$ cat src/rtl/pe_command_sequencer_pkg.sv
// rtl/pe_command_sequencer_pkg.sv - PE opcodes, image select codes and sequencer FSM states
package pe_command_sequencer_pkg;

  localparam logic [2:0] CMD_MAC      = 3'b000;
  localparam logic [2:0] CMD_UP       = 3'b001;
  localparam logic [2:0] CMD_DOWN     = 3'b010;
  localparam logic [2:0] CMD_LEFT     = 3'b011;
  localparam logic [2:0] CMD_RIGHT    = 3'b100;
  localparam logic [2:0] CMD_OVR_AB   = 3'b101;
  localparam logic [2:0] CMD_OVR_SOUT = 3'b110;
  localparam logic [2:0] CMD_CLEAR    = 3'b111;

  localparam logic IMG_A = 1'b0;
  localparam logic IMG_B = 1'b1;

  typedef enum logic [2:0] {
    ST_IDLE   = 3'd0,
    ST_ACK_HI = 3'd1,
    ST_ISSUE  = 3'd2,
    ST_DONE   = 3'd3,
    ST_ERR    = 3'd4
  } seq_state_t;

endpackage

$ cat src/rtl/pe_seq_step_decode.sv
// rtl/pe_seq_step_decode.sv - combinational map from command index to {opcode, image, last}
module pe_seq_step_decode
  import pe_command_sequencer_pkg::*;
#(
  parameter int N  = 4,
  parameter int SW = $clog2(3*N+1)
) (
  input  logic [SW-1:0] i_step,
  output logic [2:0]    o_cmd,
  output logic          o_img,
  output logic          o_last
);

  logic [SW-1:0] w_rel;
  logic [SW-1:0] w_phase;

  // After clear and operand load, each round is MAC, shift B left, shift A up.
  assign w_rel   = i_step - SW'(2);
  assign w_phase = w_rel % SW'(3);
  assign o_last  = (i_step == SW'(3*N-1));

  always_comb begin
    o_cmd = CMD_MAC;
    o_img = IMG_A;
    if (i_step == '0) begin
      o_cmd = CMD_CLEAR;
    end else if (i_step == SW'(1)) begin
      o_cmd = CMD_OVR_AB;
    end else if (w_phase == SW'(1)) begin
      o_cmd = CMD_LEFT;
      o_img = IMG_B;
    end else if (w_phase == SW'(2)) begin
      o_cmd = CMD_UP;
      o_img = IMG_A;
    end
  end

endmodule

$ cat src/rtl/pe_command_sequencer.sv
// rtl/pe_command_sequencer.sv - issues the clear/load/MAC-shift command stream to the PE array
// Optional ISSUE watchdog with sticky err: define PE_SEQ_TIMEOUT_EN.
module pe_command_sequencer
  import pe_command_sequencer_pkg::*;
#(
  parameter int N       = 4,
  parameter int TIMEOUT = 64,
  localparam int SW     = $clog2(3*N+1)
) (
  input  logic          i_clk,
  input  logic          i_rst,
  input  logic          i_start,
  input  logic          i_abort,
  input  logic          i_ready_all,
  output logic          o_ack,
  output logic [2:0]    o_command_to_execute,
  output logic          o_image_to_shift,
  output logic          o_busy,
  output logic          o_done,
  output logic [SW-1:0] o_step,
  output logic          o_err
);

  seq_state_t    r_state;
  seq_state_t    w_next;
  logic [SW-1:0] r_step;
  logic [2:0]    r_cmd;
  logic          r_img;
  logic [2:0]    w_dec_cmd;
  logic          w_dec_img;
  logic          w_dec_last;
  logic          w_timeout;
  logic          w_start_acc;

  pe_seq_step_decode #(
    .N  (N),
    .SW (SW)
  ) u_decode (
    .i_step (r_step),
    .o_cmd  (w_dec_cmd),
    .o_img  (w_dec_img),
    .o_last (w_dec_last)
  );

  always_ff @(posedge i_clk or posedge i_rst) begin
    if (i_rst) r_state <= ST_IDLE;
    else       r_state <= w_next;
  end

  always_comb begin
    w_next = r_state;
    o_ack  = 1'b1;
    o_busy = 1'b0;
    o_done = 1'b0;
    case (r_state)
      ST_ACK_HI: o_busy = 1'b1;
      ST_ISSUE: begin
        o_ack  = 1'b0;
        o_busy = 1'b1;
      end
      ST_DONE:   o_done = 1'b1;
      default: ;
    endcase
    // Abort overrides everything, including a start in the same cycle.
    if (i_abort) begin
      w_next = ST_IDLE;
    end else begin
      case (r_state)
        ST_IDLE, ST_ERR: if (i_start) w_next = ST_ACK_HI;
        ST_ACK_HI:       if (!i_ready_all) w_next = ST_ISSUE;
        ST_ISSUE: begin
          if (i_ready_all) w_next = w_dec_last ? ST_DONE : ST_ACK_HI;
          else if (w_timeout) w_next = ST_ERR;
        end
        ST_DONE:         w_next = ST_IDLE;
        default:         w_next = ST_IDLE;
      endcase
    end
  end

  assign w_start_acc = (w_next == ST_ACK_HI) && ((r_state == ST_IDLE) || (r_state == ST_ERR));

  // Opcode/image only move on the ACK_HI->ISSUE edge so the PEs never see a change with ack low.
  always_ff @(posedge i_clk or posedge i_rst) begin
    if (i_rst) begin
      r_step <= '0;
      r_cmd  <= CMD_MAC;
      r_img  <= IMG_A;
    end else begin
      if (w_start_acc) r_step <= '0;
      else if ((r_state == ST_ISSUE) && (w_next == ST_ACK_HI)) r_step <= r_step + 1'b1;
      if ((r_state == ST_ACK_HI) && (w_next == ST_ISSUE)) begin
        r_cmd <= w_dec_cmd;
        r_img <= w_dec_img;
      end
    end
  end

  assign o_command_to_execute = r_cmd;
  assign o_image_to_shift     = r_img;
  assign o_step               = r_step;

`ifdef PE_SEQ_TIMEOUT_EN
  localparam int WDW = ($clog2(TIMEOUT+1) > 8) ? $clog2(TIMEOUT+1) : 8;

  logic [WDW-1:0] r_wd;
  logic           r_err;

  always_ff @(posedge i_clk or posedge i_rst) begin
    if (i_rst)                   r_wd <= '0;
    else if (r_state == ST_ISSUE) r_wd <= r_wd + 1'b1;
    else                         r_wd <= '0;
  end

  assign w_timeout = (r_wd == WDW'(TIMEOUT-1));

  always_ff @(posedge i_clk or posedge i_rst) begin
    if (i_rst)                  r_err <= 1'b0;
    else if (w_next == ST_ERR)  r_err <= 1'b1;
    else if (w_start_acc)       r_err <= 1'b0;
  end

  assign o_err = r_err;
`else
  assign w_timeout = 1'b0;
  assign o_err     = 1'b0;
`endif

endmodule

$ cat config.mk
export PLATFORM = sky130hd
export DESIGN_NAME = pe_command_sequencer
export DESIGN_NICKNAME = d
export VERILOG_FILES = /design/src/rtl/pe_command_sequencer_pkg.sv /design/src/rtl/pe_seq_step_decode.sv /design/src/rtl/pe_command_sequencer.sv
export SDC_FILE = /design/constraint.sdc
export NUM_CORES = 1
export LEC_CHECK = 0
export CAP_MARGIN = 20
export CORE_MARGIN = 2
export CORE_UTILIZATION = 51
export DETAILED_ROUTE_END_ITERATION = 7
export HOLD_SLACK_MARGIN = 0.06
export PLACE_DENSITY = 0.78
export SETUP_SLACK_MARGIN = 0.1
export SLEW_MARGIN = 20
export SYNTH_ARGS = -nofsm -noshare
export SYNTH_HDL_FRONTEND = slang
export SYNTH_SLANG_ARGS = --single-unit
export TNS_END_PERCENT = 30
$ cat constraint.sdc
create_clock -name i_clk -period 3.8 [get_ports i_clk]
set_input_delay 0.38 -clock i_clk [delete_from_list [all_inputs] [get_ports i_clk]]
set_output_delay 0.38 -clock i_clk [all_outputs]
set_load 0.02 [all_outputs]
After elaboration in Yosys (flattened, before gate mapping)
Cells that the tools add are included.

cells by class
  equality and inequality tests = 10
  mux-type cells = 18
  shift operators = 0
  reduce and logical (&&, ||, !) cells = 9
  $add $sub $neg = 2
  $lt $le $gt $ge = 0
  div/mod/pow operators = 1
  bitwise operators = 0
  multiply operators = 0

operators with widths
  operator             count
  $mux 3               7
  $eq 3x2->1 const B   3
  $pmux 3 s3           1
  $eq 4x1->1 const B   2
  $mux 4               2
  $mux 1               7
  $eq 3x1->1 const B   2
  $add 4x1->4 const B  1
  $eq 4x2->1 const B   1
  $eq 4x4->1 const B   1
  $logic_not 4->1      1
  $mod 4x2->4 const B  1
  $reduce_or 2->1      2
  $sub 4x2->4 const B  1
  $eq 3x3->1 const B   1
  $logic_and 1x1->1    3
  $logic_not 3->1      1
  $mux 2               1
  $reduce_bool 2->1    1
  $logic_or 1x1->1     1

word-level totals
  logic and storage cells = 44
  register bits = 11
  latch bits = 0
  bits in read-only memories = 0
  memory bits (writable) = 0
  output and inout port bits = 12
  memories kept = 0
  input port bits = 5

Logic depth before layout (Yosys ltp)
  depth after elaboration = 9
  mapped depth = 17
  gate-level depth less buffers = 16

Hierarchy
A second synthesis with hierarchy kept.

unflattened totals
  cell total of the unflattened synthesis = 103
  area, all modules = 928.4 um2

by module, submodules not included
  module                instances  area each (um2)  sequential area each (um2)  cells an instance
  pe_command_sequencer  1          573.0            275.3                       52
  pe_seq_step_decode    1          355.3            0.0                         51

Worst setup path after synthesis
No wires, ideal clock.

  path kind = register to register
  start point = register r_step[1] (netlist: o_step[1])
  end point = register r_cmd[0] (netlist: o_command_to_execute[0])
  library setup time = 0.123 ns
  path slack = 0.265 ns
  path buffers = 1
  data arrival time = 3.411 ns
  cell stages (with the launch flop) = 18
  period minus slack after synthesis = 3.535 ns
  cell sequence = dfrtp_1 > buf_2 > inv_1 > ha_1 > xnor2_2 > inv_1 > ha_1 > inv_1 > ha_1 > a21boi_2 > xnor2_1 > ha_1 > or2_2 > mux2i_1 > o21ai_0 > a21oi_1 > a31o_2 > nor3_1

between the ends
  word-level cells in the longest chain between the ends = 7

RTL lines
  what                                         RTL line                                              text
  from (decl)                                  pe_command_sequencer.sv:26                            logic [SW-1:0] r_step;
  from (signal assigned)                       pe_command_sequencer.sv:91                            else if ((r_state == ST_ISSUE) && (w_next == ST_ACK_HI)) r_step <= r_step + 1'b1;
  $sub 4x2->4 or $eq 4x4->1 (tied branches)    pe_seq_step_decode.sv:18, pe_seq_step_decode.sv:20
  $mod 4x2->4 or $mux 2 (tied branches)        pe_seq_step_decode.sv:19, pe_command_sequencer.sv:72
  $eq 4x2->1 or $mux 3 (tied branches)         pe_seq_step_decode.sv:32, pe_command_sequencer.sv:72
  $mux 1 or $pmux 3 s3 (tied branches)         pe_seq_step_decode.sv:32, pe_command_sequencer.sv:68
  $mux 3 (on tied branches)                    pe_seq_step_decode.sv:29, pe_command_sequencer.sv:65
  $mux 3 or $eq 3x2->1 (tied branches)         pe_seq_step_decode.sv:27, pe_command_sequencer.sv:92
  $mux 3 or $logic_and 1x1->1 (tied branches)  pe_seq_step_decode.sv:25, pe_command_sequencer.sv:92
  to (signal assigned)                         pe_command_sequencer.sv:93                            r_cmd <= w_dec_cmd;
  to (decl)                                    pe_command_sequencer.sv:27                            logic [2:0] r_cmd;

Parallel ways exist; a longest one is shown, timed or not.
A chain may end at the register's enable or synchronous reset.

Worst setup path after layout
  start point = register r_step[1] (netlist: o_step[1])
  end point = register r_cmd[1] (netlist: o_command_to_execute[1])

between the ends
  word-level cells in the longest chain between the ends = 7

RTL lines
  what
  branches (longest 7 deep; another with $sub 4x2->4)

Several ways; the timed one is not identified.

==> flow_metrics.env <==
export IMPL_place_hpwl_um=1590
export IMPL_drt_total_wl_um=2010
export IMPL_seqPwrFrac_pct=46.1
export IMPL_cts_tree="yes"
export IMPL_maxCapViolations=0
export IMPL_grt_pass1_wl_um=3480
export IMPL_antenna_diode_count=0
export IMPL_p_switching_uw=86.6
export IMPL_grt_max_degree=13
export IMPL_max_slew_margin_rel_pct=42.4
export IMPL_ys_seq_area_share_pct=29.2
export IMPL_yosys_warnings=0
export IMPL_hold_viol=0
export IMPL_synth_cell_type_count=39
export IMPL_start_util_pct=54.6
export IMPL_clock_latency_ns=0.27
export IMPL_cp_max_fo=8
export IMPL_antenna_found_initial=0
export IMPL_status="complete, no violations"
export IMPL_regArea_sq_um=275
export IMPL_r2r_start="o_step[1]$_DFFE_PP0P_"
export IMPL_place_area_sq_um=1130
export IMPL_avgSynthCellArea_sq_um=8.34
export IMPL_tightest_slew_ns=0.852
export IMPL_viasPerCell=5.54
export IMPL_endpoint_kind="register"
export IMPL_clkTransAtPathRegs_ns=0.07
export IMPL_setup_tns_ns=0
export IMPL_setup_worst_path_start_class="register"
export IMPL_drc=0
export IMPL_drtPass1Iterations=4
export IMPL_critPathBufInv=3
export IMPL_crit_family="adder cells"
export IMPL_cts_buffers=3
export IMPL_cts_root_buf="clkbuf_4"
export IMPL_postLayoutSetupSlackWorst_ns=0.413
export IMPL_p_clk_share_pct=26.8
export IMPL_grt_total_usage_pct=22.4
export IMPL_p_leak_uw=0.000467
export IMPL_synthArstFlopShare_pct=100
export IMPL_globalRouteOverflowTotal=0
export IMPL_dr_first_iter_drc_count=25
export IMPL_drive_gt1_share_pct=12.2
export IMPL_layout_nets=146
export IMPL_p_per_area_nw_per_um2=254
export IMPL_synth_fp_nets=127
export IMPL_place_congestion=0.870
export IMPL_syn_to_final_growth_pct=22.7
export IMPL_worstSetupPathType="reg2reg"
export IMPL_startpoint="o_step[1]$_DFFE_PP0P_"
export IMPL_die_area_sq_um=2210
export IMPL_num_vias=864
export IMPL_ir_worst_vdd_v=0.000198
export IMPL_netlist_instances=113
export IMPL_clock_path_buffers=2
export IMPL_ctsHoldBuffers=0
export IMPL_cp_arrival_ns=3.55
export IMPL_drv_slew=0
export IMPL_cp_data_required_time_ns=3.96
export IMPL_r2r_slack_ns=0.41
export IMPL_cts_resized=0
export IMPL_detail_route_wl_per_cell_um=12.9
export IMPL_fmax_mhz=295
export IMPL_synth_seq_cells=11
export IMPL_layout_common_cells="nor2_1 (16), clkdlybuf4s50_1 (15), inv_1 (12)"
export IMPL_clock_sinks=11
export IMPL_critPathMaxStageDelay_ns=0.35
export IMPL_synth_area_sq_um=942
export IMPL_path_cells="inv_1, ha_1, xnor2_2, inv_1, ha_1, inv_1, ha_1, a21boi_2, xnor2_1, ha_2, nand2b_1, nor2_1, nor3_1, nand3_1, and3_1, a21o_2"
export IMPL_grt_pass1_vias=765
export IMPL_cts_htree_levels=1
export IMPL_antenna_left=0
export IMPL_postCtsSetupRepairBufs=0
export IMPL_pwr_share_comb_pct=27.1
export IMPL_min_path_type="in2async"
export IMPL_num_rows=15
export IMPL_die_y_um=47.0
export IMPL_multiInputGateArea_sq_um=606
export IMPL_synth_edf_count=0
export IMPL_rsz0062_at_grt="yes"
export IMPL_fin_crit_ns=3.39
export IMPL_core_sq_um=1730
export IMPL_fillers=153
export IMPL_portBuffers=15
export IMPL_synth_flop_cell="dfrtp_1"
export IMPL_finalSetupViolations=0
export IMPL_skew_ns=0.00447
export IMPL_period_share_pct=89.1
export IMPL_final_area_sq_um=1160
export IMPL_netSwitchingFraction_pct=29.5
export IMPL_critPathSlowestCell="dfrtp_1"
export IMPL_die_x_um=47.0
export IMPL_p_int_uw=207
export IMPL_pre_cts_ws_ns=0.414
export IMPL_final_common_cell="nor2_1"
export IMPL_io_pin_count=17
[power by group through the flow]
| stage | Clock (uW) | Combinational [uW] | Sequential (uW) |
|---|---|---|---|
| final | 78.6 | 79.5 | 135 |
| after floorplan | 0 | 37.5 | 147 |
| after detailed placement | 0 | 79.1 | 138 |
| after global routing | 84.9 | 87.2 | 137 |
| after CTS | 81.3 | 79.5 | 135 |
| after global placement | 0 | 78.3 | 137 |
[cell families after synthesis]
| kind of cell | share of synthesized area, % |
|---|---|
| fa+ha+maj | 12.0 |
| compound gates | 15.1 |
| other cells | 0.398 |
| flops | 29.2 |
| xor+xnor | 6.37 |
| buf+inv | 6.91 |
| mux | 4.78 |
| simple gates | 25.2 |
[metrics by stage]
| stage | hold slack, ns | cells | power [uW] | utilization (%) |
|---|---|---|---|---|
| final | 0.403 | 156 | 293 | 67.0 |
| after global routing | 0.444 | 156 | 309 | 67.0 |
| after CTS | 0.417 | 156 | 296 | 66.7 |
| after detailed placement | 0.480 | 152 | 217 | 65.2 |
| after global placement | 0.479 | 152 | 215 | 65.2 |
| after floorplan | 0.232 | 113 | 184 | - |
[cells in the mapped netlist (2+ instances only)]
cell / n / share of area [%]
nor2_1: 16 / 6.4
inv_1: 12 / 4.8
dfrtp_1: 11 / 29
ha_1: 9 / 12
nand2_1: 6 / 2.4
nor3_1: 6 / 3.2
nand2b_1: 5 / 3.3
nand3_1: 5 / 2.7
a21oi_1: 4 / 2.1
o21ai_0: 4 / 2.1
xnor2_1: 4 / 3.7
mux2i_1: 3 / 3.2
clkbuf_1: 2 / 0.80
[final timing paths]
path	endpoint	depth (start not counted)
min in group i_clk	o_image_to_shift$_DFFE_PP0P_	1
setup / recovery	o_command_to_execute[1]$_DFFE_PP0P_	16
setup reg to reg	o_command_to_execute[1]$_DFFE_PP0P_	16
hold / removal	o_step[0]$_DFFE_PP0P_	2
hold reg to reg	o_image_to_shift$_DFFE_PP0P_	1
max in group asynchronous	o_command_to_execute[1]$_DFFE_PP0P_	2
[state kept, by name, indices dropped and copies added (netlist names)]
register              flops
o_step                    4
r_state                   3
o_image_to_shift          1
o_command_to_execute      3
[area by class of cell]
class | count | share of cell area (%)
clock buffers | 4 | 2.27
multi-input cells | 86 | 52.4
well taps | 25 | 2.71
repair buffers | 18 | 14.9
inverters | 12 | 3.90
flip-flops and latches | 11 | 23.8
[metal layers]
| metal | vias to the layer above | part of all wire (%) | GRT usage (%) |
|---|---|---|---|
| li1 | 419 | - | - |
| met1 | 417 | 45 | 29.3 |
| met2 | 26 | 49 | 37.5 |
| met3 | 2 | 5.2 | 6.54 |
| met4 | 0 | 0.50 | 3.33 |
| met5 | - | 0 | 0 |
Power figures use the tool's default switching activity.
